File: src/rtl/uart_pkg.sv
// Shared constants for the UART transmit queue: serializer state encoding
// and the default parameter values used by uart_txq and txq_fifo.
package uart_pkg;

    // Default parameter values
    localparam int DEF_DATA_W       = 8;
    localparam int DEF_DEPTH        = 4;
    localparam int DEF_CLKS_PER_BIT = 4;
    localparam int DEF_STOP_BITS    = 1;
    localparam int DEF_EDGE_WR      = 1;

    // Serializer state encoding (2-bit, kept as plain constants so that
    // older tools and waveform viewers see stable numeric values)
    localparam logic [1:0] ST_IDLE  = 2'd0;
    localparam logic [1:0] ST_START = 2'd1;
    localparam logic [1:0] ST_DATA  = 2'd2;
    localparam logic [1:0] ST_STOP  = 2'd3;

endpackage

File: src/rtl/uart_txq_fifo.sv
// Small synchronous FIFO for the transmit queue. A push into a full FIFO
// is accepted only when a pop happens on the same edge; the head entry is
// presented combinationally on dout_o.
module txq_fifo
    import uart_pkg::*;
#(
    parameter int DATA_W = DEF_DATA_W,
    parameter int DEPTH  = DEF_DEPTH
) (
    input  logic                     clk_i,
    input  logic                     rst_ni,
    input  logic                     push_i,
    input  logic                     pop_i,
    input  logic [DATA_W-1:0]        din_i,
    output logic [DATA_W-1:0]        dout_o,
    output logic [$clog2(DEPTH):0]   count_o,
    output logic                     full_o,
    output logic                     empty_o,
    output logic                     accept_o
);

    localparam int PTR_W = $clog2(DEPTH);
    localparam int CNT_W = PTR_W + 1;

    logic [DATA_W-1:0] mem_q [DEPTH];
    logic [PTR_W-1:0]  wptr_q, wptr_d;
    logic [PTR_W-1:0]  rptr_q, rptr_d;
    logic [CNT_W-1:0]  count_q, count_d;
    logic              pop_ok;

    assign full_o   = (count_q == CNT_W'(DEPTH));
    assign empty_o  = (count_q == '0);
    assign count_o  = count_q;
    assign dout_o   = mem_q[rptr_q];
    assign pop_ok   = pop_i & ~empty_o;
    assign accept_o = push_i & (~full_o | pop_ok);

    // Pointer and occupancy next-state; pointers wrap naturally (DEPTH is a power of two)
    always_comb begin
        // NOTE: every combinationally assigned signal gets a default first, so no path can infer a latch.
        wptr_d  = wptr_q;
        rptr_d  = rptr_q;
        count_d = count_q;
        if (accept_o) wptr_d = wptr_q + PTR_W'(1);
        if (pop_ok)   rptr_d = rptr_q + PTR_W'(1);
        case ({accept_o, pop_ok})
            2'b10:   count_d = count_q + CNT_W'(1);
            2'b01:   count_d = count_q - CNT_W'(1);
            default: count_d = count_q;
        endcase
    end

    // Pointer and occupancy registers
    always_ff @(posedge clk_i or negedge rst_ni) begin
        if (!rst_ni) begin
            // NOTE: sequential state uses non-blocking assignments so every register samples pre-edge values.
            wptr_q  <= '0;
            rptr_q  <= '0;
            count_q <= '0;
        end else begin
            wptr_q  <= wptr_d;
            rptr_q  <= rptr_d;
            count_q <= count_d;
        end
    end

    // Storage array write port
    always_ff @(posedge clk_i) begin
        // NOTE: the storage array is deliberately not reset; zeroed pointers and count make stale entries unreachable.
        if (accept_o) mem_q[wptr_q] <= din_i;
    end

endmodule

File: src/rtl/uart_txq.sv
// UART transmitter with a small input queue. Characters written by the CPU
// are queued in txq_fifo and shifted out as start bit, DATA_W data bits
// (LSB first) and STOP_BITS stop bits, CLKS_PER_BIT clocks per bit.
// Queued frames go out back-to-back with no idle gap.
module uart_txq
    import uart_pkg::*;
#(
    parameter int DATA_W       = DEF_DATA_W,
    parameter int DEPTH        = DEF_DEPTH,
    parameter int CLKS_PER_BIT = DEF_CLKS_PER_BIT,
    parameter int STOP_BITS    = DEF_STOP_BITS,
    parameter int EDGE_WR      = DEF_EDGE_WR
) (
    input  logic                     dblclk,
    input  logic                     reset,
    input  logic                     wr,
    input  logic [DATA_W-1:0]        din,
    input  logic                     clr_ovf,
    output logic                     txd,
    output logic                     busy,
    output logic                     full,
    output logic                     empty,
    output logic [$clog2(DEPTH):0]   count,
    output logic                     overflow
);

    localparam int CNT_W = $clog2(CLKS_PER_BIT);
    localparam int BIT_W = $clog2(DATA_W);

    localparam logic [CNT_W-1:0] CNT_RELOAD = CNT_W'(CLKS_PER_BIT - 1);
    localparam logic [BIT_W-1:0] LAST_DATA  = BIT_W'(DATA_W - 1);
    localparam logic [BIT_W-1:0] LAST_STOP  = BIT_W'(STOP_BITS - 1);

    logic [1:0]        state_q, state_d;
    logic [CNT_W-1:0]  cnt_q, cnt_d;
    logic [BIT_W-1:0]  bit_q, bit_d;
    logic [DATA_W-1:0] shift_q, shift_d;
    logic              txd_q, txd_d;
    logic              ovf_q, ovf_d;
    logic              wr_q;
    logic              wr_qual;
    logic              pop;
    logic              accept;
    logic [DATA_W-1:0] head;

    // wr_q resets high so a wr held through reset is not seen as a rising edge
    assign wr_qual = (EDGE_WR != 0) ? (wr & ~wr_q) : wr;

    txq_fifo #(
        .DATA_W (DATA_W),
        .DEPTH  (DEPTH)
    ) u_fifo (
        .clk_i    (dblclk),
        .rst_ni   (reset),
        .push_i   (wr_qual),
        .pop_i    (pop),
        .din_i    (din),
        .dout_o   (head),
        .count_o  (count),
        .full_o   (full),
        .empty_o  (empty),
        .accept_o (accept)
    );

    assign txd      = txd_q;
    assign busy     = (state_q != ST_IDLE);
    assign overflow = ovf_q;

    // Serializer next-state: bit timing, shifting and FIFO pops
    always_comb begin
        state_d = state_q;
        cnt_d   = cnt_q;
        bit_d   = bit_q;
        shift_d = shift_q;
        pop     = 1'b0;
        case (state_q)
            ST_IDLE: begin
                if (!empty) begin
                    pop     = 1'b1;
                    shift_d = head;
                    cnt_d   = CNT_RELOAD;
                    bit_d   = '0;
                    state_d = ST_START;
                end
            end
            ST_START: begin
                if (cnt_q == '0) begin
                    cnt_d   = CNT_RELOAD;
                    bit_d   = '0;
                    state_d = ST_DATA;
                end else begin
                    cnt_d = cnt_q - CNT_W'(1);
                end
            end
            ST_DATA: begin
                if (cnt_q == '0) begin
                    cnt_d = CNT_RELOAD;
                    if (bit_q == LAST_DATA) begin
                        bit_d   = '0;
                        state_d = ST_STOP;
                    end else begin
                        shift_d = shift_q >> 1;
                        bit_d   = bit_q + BIT_W'(1);
                    end
                end else begin
                    cnt_d = cnt_q - CNT_W'(1);
                end
            end
            ST_STOP: begin
                if (cnt_q == '0) begin
                    cnt_d = CNT_RELOAD;
                    if (bit_q == LAST_STOP) begin
                        bit_d = '0;
                        if (!empty) begin
                            pop     = 1'b1;
                            shift_d = head;
                            state_d = ST_START;
                        end else begin
                            state_d = ST_IDLE;
                        end
                    end else begin
                        bit_d = bit_q + BIT_W'(1);
                    end
                end else begin
                    cnt_d = cnt_q - CNT_W'(1);
                end
            end
            default: state_d = ST_IDLE;
        endcase
    end

    // Line level follows the state being entered, so txd is a clean register output
    always_comb begin
        case (state_d)
            ST_START: txd_d = 1'b0;
            ST_DATA:  txd_d = shift_d[0];
            default:  txd_d = 1'b1;
        endcase
    end

    // Sticky overflow: a dropped write sets it, clr_ovf clears it, set wins
    always_comb begin
        ovf_d = ovf_q;
        if (wr_qual && !accept) ovf_d = 1'b1;
        else if (clr_ovf)       ovf_d = 1'b0;
    end

    // Serializer, write-edge and overflow registers
    always_ff @(posedge dblclk or negedge reset) begin
        if (!reset) begin
            state_q <= ST_IDLE;
            cnt_q   <= '0;
            bit_q   <= '0;
            shift_q <= '0;
            txd_q   <= 1'b1;
            wr_q    <= 1'b1;
            ovf_q   <= 1'b0;
        end else begin
            state_q <= state_d;
            cnt_q   <= cnt_d;
            bit_q   <= bit_d;
            shift_q <= shift_d;
            txd_q   <= txd_d;
            wr_q    <= wr;
            ovf_q   <= ovf_d;
        end
    end

endmodule
File: config.mk
export PLATFORM = sky130hd
export DESIGN_NAME = uart_txq
export DESIGN_NICKNAME = d
export VERILOG_FILES = /design/src/rtl/uart_pkg.sv /design/src/rtl/uart_txq_fifo.sv /design/src/rtl/uart_txq.sv
export SDC_FILE = /design/constraint.sdc
export NUM_CORES = 1
export LEC_CHECK = 0
export BUFFER_PORTS_ARGS = -buffer_cell sky130_fd_sc_hd__buf_2
export CAP_MARGIN = 5
export CORE_MARGIN = 10
export CORE_UTILIZATION = 64
export CTS_BUF_LIST = sky130_fd_sc_hd__clkbuf_16
export DETAILED_ROUTE_END_ITERATION = 6
export GPL_TIMING_DRIVEN = 0
export PLACE_DENSITY = 0.89
export SLEW_MARGIN = 10
export SYNTH_ARGS = -nofsm -noshare
export SYNTH_HDL_FRONTEND = slang
export SYNTH_SLANG_ARGS = --single-unit
export TNS_END_PERCENT = 5
File: constraint.sdc
create_clock -name dblclk -period 4.37 [get_ports dblclk]
set_input_delay 0.437 -clock dblclk [delete_from_list [all_inputs] [get_ports dblclk]]
set_output_delay 0.437 -clock dblclk [all_outputs]
set_load 0.05 [all_outputs]
==> results.py, run 1 <==
metrics = {
    "setup_path": {
        "endpoint_kind": "flip-flop",
        "cp.required_ps": 4610,
        "reg2reg_slack_ps": 1570,
        "slowest_delay_ps": 440,
        "path_class": "reg -> reg",
        "cp_cell_sequence": "ha_1 -> buf_2 -> and4b_4 -> o21ai_4 -> o21ai_2 -> nor3b_4 -> inv_1 -> ha_1 -> inv_1 -> fa_1 -> o21ai_0",
        "critPathMaxFanout": 9,
        "worstPathArrival_ps": 3030,
        "setup.worst_path.start_class": "flip-flop",
        "crit_slowest_cell": "dfrtp_1",
    },
    "timing": {
        "finalClockSkew_ps": 4.06,
        "hold_viol": 0,
        "max-slew-margin-rel_pct": 61.4,
        "fmax_mhz": 358,
        "setup_viol": 0,
        "worst_pin_slew_ps": 579,
        "slew_viol_final": 0,
        "fin_worst_hold_slack_ps": 105,
        "fin_setup_tns_ps": 0,
        "period_share_pct": 64.0,
        "period_needed_ps": 2800,
        "rsz0062_at_grt": "false",
    },
    "route": {
        "vias": 1650,
        "wl_mm": 5.21,
        "remaining_drc_errors": 0,
        "drt_iter0_drc": 118,
        "ant_nets": 0,
        "via_per_inst": 5.83,
        "firstDrtPassIters": 4,
        "wl_per_cell_um": 18.4,
    },
    "hold_path": {
        "min_path_type": "in -> async",
    },
    "placement": {
        "placed_cell_area_um2": 2850,
        "hpwl_mm": 3.37,
        "dp_cells": 267,
        "placement.io_buffers": 19,
        "globalplace.congestion": 0.830,
    },
    "power_and_ir_drop": {
        "pwr-share-comb_pct": 41.5,
        "power.density_nw_per_um2": 768,
        "internal_power_mw": 1.47,
        "sw_frac_of_total_pct": 38.8,
        "power_mw": 2.40,
        "max-vdd-ir-drop_mv": 0.566,
        "clock_power_share_pct": 26.0,
        "p_leak_nw": 1.32,
        "pwr-share-seq_pct": 32.5,
        "p_sw_mw": 0.929,
    },
    "synthesis": {
        "synth_nets": 225,
        "synth_cell_types": 44,
        "synth-seq-area-share_pct": 59.0,
        "synth_warnings": 0,
        "avgSynthCellArea_um2": 13.6,
        "mappedNetlistArea_um2": 2690,
        "synthCells": 198,
        "ys_ff_latch": 57,
    },
    "cts": {
        "cts-root-buf": "clkbuf_16",
        "postCtsHoldBufs": 0,
        "clk_pin_slew_worst_paths_ps": 50,
        "cts.sinks": 57,
        "tritoncts": "yes",
        "cts_buffers": 9,
        "htreeDepth": 3,
        "cts_resized": 0,
        "cts_setup_buffers": 0,
        "insertion_delay_ps": 320,
        "clk_path_buf_depth": 2,
    },
    "grt": {
        "grt_pass1_wl_mm": 8.88,
        "grt_util_all_layers_pct": 15.9,
        "antenna_found_initial": 0,
        "grt_max_degree": 26,
        "grt_pass1_vias": 1787,
        "gr-total-overflow": 0,
    },
    "cells_and_area": {
        "nNetsFinal": 255,
        "register_area_um2": 1590,
        "drive_above_1_share_pct": 25.8,
        "final_cell_area_um2": 3120,
        "area_growth_pct": 16.0,
        "stdcell_count": 283,
        "multi_input_area_um2": 982,
        "fill_cells": 238,
        "n_antenna_cell": 0,
    },
    "floorplan": {
        "dieArea_um2": 7200,
        "start_util_pct": 66.8,
        "die_h_um": 84.9,
        "die_w_um": 84.9,
        "ioPinCount": 20,
        "num_rows": 23,
        "coreArea_um2": 4030,
    },
    "status": {
        "status": "finished clean",
    },
    "job": {
        "cap_violations": 0,
    },
}
layer usage:
layer	vias up	GRT usage, %	routed length [um]
li1	776	-	-
met5	-	0	0
met1	835	17.7	2130
met3	7	5.45	202
met4	0	7.49	68
met2	32	26.8	2810
through the flow:
stage	worst slack (ps)	utilization (%)
floorplan	1730	-
global placement	1680	70.7
detailed placement	1610	70.7
CTS	1560	77.5
global route	1330	77.5
finish	1570	77.5
registers in the layout (all words and copies together), names as in the netlist:
name / count
u_fifo.mem_q: 32
shift_q: 8
bit_q: 3
u_fifo.count_o: 3
cnt_q: 2
state_q: 2
u_fifo.rptr_q: 2
u_fifo.wptr_q: 2
overflow: 1
txd: 1
wr_q: 1
final cells by class:
cell class                 count  share of cell area (%)
timing repair buffer          19                    3.04
tap                           50                    2.00
sequential                    57                    50.9
buffer                         4                   0.761
clock buffer                   9                    7.21
clock inverter                 7                    1.52
multi-input combinational    111                    31.5
inverter                      26                    3.12
Yosys cell counts:
| cell type | instances | share of area [%] |
|---|---|---|
| o21ai_0 | 13 | 2.4 |
| inv_1 | 25 | 3.5 |
| a21o_2 | 1 | 0.33 |
| dfrtp_1 | 23 | 21 |
| nand2b_1 | 3 | 0.70 |
| a311o_1 | 1 | 0.37 |
| buf_6 | 1 | 0.42 |
| and3b_2 | 1 | 0.37 |
| nand4_1 | 2 | 0.46 |
| edfxtp_1 | 32 | 36 |
| o211a_1 | 1 | 0.37 |
| and4_1 | 1 | 0.33 |
| o21a_1 | 3 | 0.84 |
| mux4_2 | 8 | 6.7 |
| nor2b_1 | 1 | 0.23 |
| a21o_1 | 1 | 0.28 |
| a2111oi_0 | 1 | 0.33 |
| o32ai_1 | 1 | 0.33 |
| o2111ai_1 | 1 | 0.33 |
| o21ai_2 | 1 | 0.33 |
| ha_1 | 14 | 6.5 |
| and3_1 | 2 | 0.46 |
| inv_2 | 1 | 0.14 |
| clkbuf_1 | 2 | 0.28 |
| nand2_1 | 16 | 2.2 |
| a22o_1 | 6 | 2.0 |
| dfstp_2 | 2 | 2.0 |
| mux2_4 | 1 | 0.56 |
| nor3_1 | 1 | 0.19 |
| or3_4 | 1 | 0.42 |
| xnor2_1 | 3 | 0.98 |
| nor3b_4 | 1 | 0.70 |
| and4b_4 | 1 | 0.51 |
| o21ai_4 | 1 | 0.60 |
| o211ai_1 | 2 | 0.56 |
| xor2_1 | 3 | 0.98 |
| nand3b_1 | 1 | 0.28 |
| buf_2 | 1 | 0.19 |
| nor2_1 | 5 | 0.70 |
| and2_2 | 4 | 1.1 |
| fa_1 | 1 | 0.74 |
| a21oi_1 | 6 | 1.1 |
| a31oi_1 | 1 | 0.23 |
| o221ai_4 | 1 | 0.98 |
kinds of logic after synthesis:
| logic type | Yosys count | synth area share, % |
|---|---|---|
| AND/OR/NAND/NOR | 40 | 8.69 |
| XOR/XNOR | 6 | 1.95 |
| AO/OA/AOI/OAI | 41 | 11.3 |
| adder cells (fa/ha/maj) | 15 | 7.25 |
| flip-flops | 57 | 59.0 |
| multiplexers | 9 | 7.25 |
| buffers and inverters | 30 | 4.51 |
worst paths after layout:
kind | start | to | depth (start not counted)
worst max-delay path | state_q[1]$_DFF_PN0_ | u_fifo.count_o[1]$_DFFE_PN0P_ | 11
worst min-delay path | reset | state_q[0]$_DFF_PN0_ | 1
worst max register to register | state_q[1]$_DFF_PN0_ | u_fifo.count_o[1]$_DFFE_PN0P_ | 11
worst min register to register | shift_q[0]$_DFF_PN0_ | shift_q[0]$_DFF_PN0_ | 1
max in group asynchronous | reset | bit_q[1]$_DFFE_PN0P_ | 1
min in group dblclk | wr | wr_q$_DFF_PN1_ | 1
worst max-delay path: cells and delay by family, from the launching register on:
family,cells,cell delay [ps]
fa+ha+maj,3,800
simple gates,2,650
flops,1,440
buf+inv,3,370
compound gates,3,450
placed cells by master, fill, tap and decap left out, types with 6 or more instances in the layout:
cell	synthesis	layout
ha_1	14	14
mux4_2	8	8
a22o_1	6	6
clkbuf_16	0	9
dfrtp_1	23	23
inv_1	25	25
a21oi_1	6	6
nand2_1	16	16
o21ai_0	13	13
edfxtp_1	32	32
buf_2	1	20
power groups by stage:
stage	combinational, mW	clock (mW)	sequential [mW]
final	0.995	0.625	0.779
after global routing	1.10	0.659	0.790
after detailed placement	0.987	0	0.782
after CTS	1.00	0.637	0.778
after global placement	0.942	0	0.777
after floorplan	0.712	0	0.840
(Power assumes the default switching activity.)
==> inputs of run 2 (changes only) <==
ABC_AREA = 1   (was not set)
CORE_UTILIZATION = 59   (was 64)
PLACE_DENSITY = 0.83   (was 0.89)
clock period = 2.8 ns   (was 4.37 ns; I/O delays follow)
==> results.py, run 2 <==
metrics = {
    "placement": {
        "hpwl_mm": 3.73,
        "dp_cells": 349,
        "placement.io_buffers": 19,
        "globalplace.congestion": 0.831,
        "pre_cts_ws_ps": 386,
    },
    "cells_and_area": {
        "layout_common_cells": "nand2_1, inv_1, edfxtp_1",
        "area_growth_pct": 16.3,
        "n_antenna_cell": 0,
        "reg_top3": "u_fifo.mem_q (32), shift_q (8)",
        "stdcell_count": 366,
        "regMostFlops": "u_fifo.mem_q",
        "drive_above_1_share_pct": 20.7,
        "final_common_cell": "nand2_1",
        "largest_reg_flops": 32,
        "nNetsFinal": 336,
    },
    "synthesis": {
        "synthFlopType": "edfxtp_1",
        "ys_ff_latch": 57,
        "mappedNetlistArea_um2": 2790,
        "async_flop_share_pct": 43.9,
        "synth.top_cell.area_share_pct": 34.4,
        "synth.largest_area_cell": "edfxtp_1",
        "synthTopCellsByCount": "nand2_1, edfxtp_1, inv_1",
        "synth_cell_types": 36,
        "avgSynthCellArea_um2": 10.0,
        "synth-seq-area-share_pct": 56.9,
        "synth.most_common_cell": "nand2_1",
        "synth_edf_count": 32,
        "synth_warnings": 0,
        "synthCells": 278,
        "yosys-top-cells-area": "edfxtp_1, dfrtp_1, nand2_1",
        "synth_nets": 305,
    },
    "power_and_ir_drop": {
        "sw_frac_of_total_pct": 42.9,
        "internal_power_mw": 2.24,
        "power.density_nw_per_um2": 1210,
        "clock_power_share_pct": 24.6,
        "pwr-share-comb_pct": 44.3,
        "max-vdd-ir-drop_mv": 0.589,
        "p_sw_mw": 1.68,
        "pwr-share-seq_pct": 31.1,
        "power_mw": 3.92,
        "p_leak_nw": 1.50,
    },
    "route": {
        "wl_per_cell_um": 14.7,
        "via_per_inst": 5.31,
        "wl_mm": 5.38,
        "ant_nets": 0,
        "vias": 1942,
        "firstDrtPassIters": 4,
        "remaining_drc_errors": 0,
        "drt_iter0_drc": 80,
    },
    "floorplan": {
        "coreArea_um2": 4470,
        "dieArea_um2": 7890,
        "start_util_pct": 62.4,
        "num_rows": 24,
        "die_w_um": 88.8,
        "die_h_um": 88.8,
        "ioPinCount": 20,
    },
    "timing": {
        "rsz0062_at_grt": "false",
        "fin_worst_hold_slack_ps": 101,
        "finalClockSkew_ps": 4.29,
        "setup_viol": 0,
        "fmax_mhz": 410,
        "period_needed_ps": 2440,
        "period_share_pct": 87.2,
        "postLayoutSetupSlackWorst_ps": 359,
        "hold_viol": 0,
        "slew_viol_final": 0,
        "worst_pin_slew_ps": 826,
        "fin_setup_tns_ps": 0,
        "max-slew-margin-rel_pct": 44.7,
    },
    "grt": {
        "grt_pass1_wl_mm": 9.08,
        "grt_util_all_layers_pct": 15.0,
        "gr-total-overflow": 0,
        "grt_max_degree": 26,
        "grt_pass1_vias": 1988,
        "antenna_found_initial": 0,
    },
    "setup_path": {
        "critPathMaxFanout": 8,
        "worstReg2RegEnd": "u_fifo.count_o[2]$_DFFE_PN0P_",
        "crit_path_start": "state_q[0]$_DFF_PN0_",
        "crit_slowest_cell": "dfrtp_1",
        "worstPathArrival_ps": 2640,
        "endpoint": "u_fifo.count_o[2]$_DFFE_PN0P_",
        "slowest_delay_ps": 410,
        "timing.rr.start": "state_q[0]$_DFF_PN0_",
        "reg2reg_slack_ps": 360,
        "cp.required_ps": 3000,
        "setup.worst_path.start_class": "flip-flop",
        "path_class": "reg -> reg",
        "worstRegToRegCells": 12,
        "endpoint_kind": "flip-flop",
        "cp_cell_sequence": "ha_1 -> nand4_1 -> nand2_2 -> nand3_4 -> nand2_2 -> nand3_4 -> ha_1 -> inv_1 -> fa_1 -> a21oi_1 -> o21ai_0 -> xor2_1",
    },
    "status": {
        "status": "finished clean",
    },
    "cts": {
        "cts_resized": 0,
        "clk_path_buf_depth": 2,
        "clk_pin_slew_worst_paths_ps": 50,
        "cts-root-buf": "clkbuf_16",
        "cts_buffers": 9,
        "cts.sinks": 57,
        "cts_setup_buffers": 0,
        "insertion_delay_ps": 320,
        "tritoncts": "yes",
        "htreeDepth": 3,
    },
    "job": {
        "cap_violations": 0,
    },
    "hold_path": {
        "min_path_type": "in -> reg",
    },
}
## run 2: cell types whose count changed after synthesis, sizes merged, moves of 6 or more
| cell | delta |
|---|---|
| nand2 | +61 |
| mux4 | -8 |
| nand3 | +23 |
| a22o | -6 |
| nor2 | +16 |
| inv | +11 |
## run 2: per-stage QoR
step	area, um^2	utilization (%)
after CTS	3250	72.6
final	3250	72.6
after floorplan	2810	-
after global routing	3250	72.6
after global placement	2970	66.3
after detailed placement	2970	66.3
## run 2: worst max-delay path: cells and delay by family, from the launching register on
| family | cells | cell delay, ps |
|---|---|---|
| xor+xnor | 1 | 150 |
| buf+inv | 1 | 70 |
| fa+ha+maj | 3 | 820 |
| flops | 1 | 410 |
| compound gates | 2 | 280 |
| simple gates | 5 | 580 |
## run 2: power groups by stage
stage                     logic (mW)  clock network [mW]  registers [mW]
after global routing            1.94                1.03            1.24
after CTS                       1.75               0.980            1.22
after floorplan                 1.25                   0            1.32
after detailed placement        1.72                   0            1.23
after global placement          1.66                   0            1.22
final                           1.73               0.964            1.22
## run 2: final cells by class
cell class                      count  area [um^2]
Sequential cell                    57         1590
Fill cell                         318         1230
Multi-Input combinational cell    179         1040
Clock buffer                        9          225
Inverter                           38          145
Timing Repair Buffer               20          105
Tap cell                           52         65.1
Clock inverter                      7         47.5
Buffer                              4         31.3
## run 2: timing repair
item | in CTS | in global routing
hold buffers | 1 | 0
endpoints found under the setup margin | 0 | 0
hold endpoints to repair | 23 | 0
## run 2: cell families (layout without fill, tap and decap cells)
kind of cell | after synthesis | in the layout | synth area share, %
xor+xnor | 4 | 4 | 1.25
compound gates | 33 | 33 | 6.72
fa+ha+maj | 15 | 15 | 6.99
buf+inv | 42 | 78 | 6.32
simple gates | 127 | 127 | 21.8
flops | 57 | 57 | 56.9
## run 2: how the worst min path moves through the flow
stage / from / end / slack [ps] / cells past startpoint
5_1_grt: wr / wr_q$_DFF_PN1_ / 100 / 1
3_5_place_dp: reset / bit_q[0]$_DFFE_PN0P_ / 300 / 1
4_1_cts: wr / wr_q$_DFF_PN1_ / 90 / 1
6_report: wr / wr_q$_DFF_PN1_ / 100 / 1
2_1_floorplan: reset / bit_q[0]$_DFFE_PN0P_ / -20 / 0
3_3_place_gp: reset / bit_q[0]$_DFFE_PN0P_ / 300 / 1
## run 2: routing by layer
layer	wire length (um)	global-route usage, %
met3	154	4.60
met5	0	0
met1	2370	17.4
met2	2760	25.7
met4	92	5.58
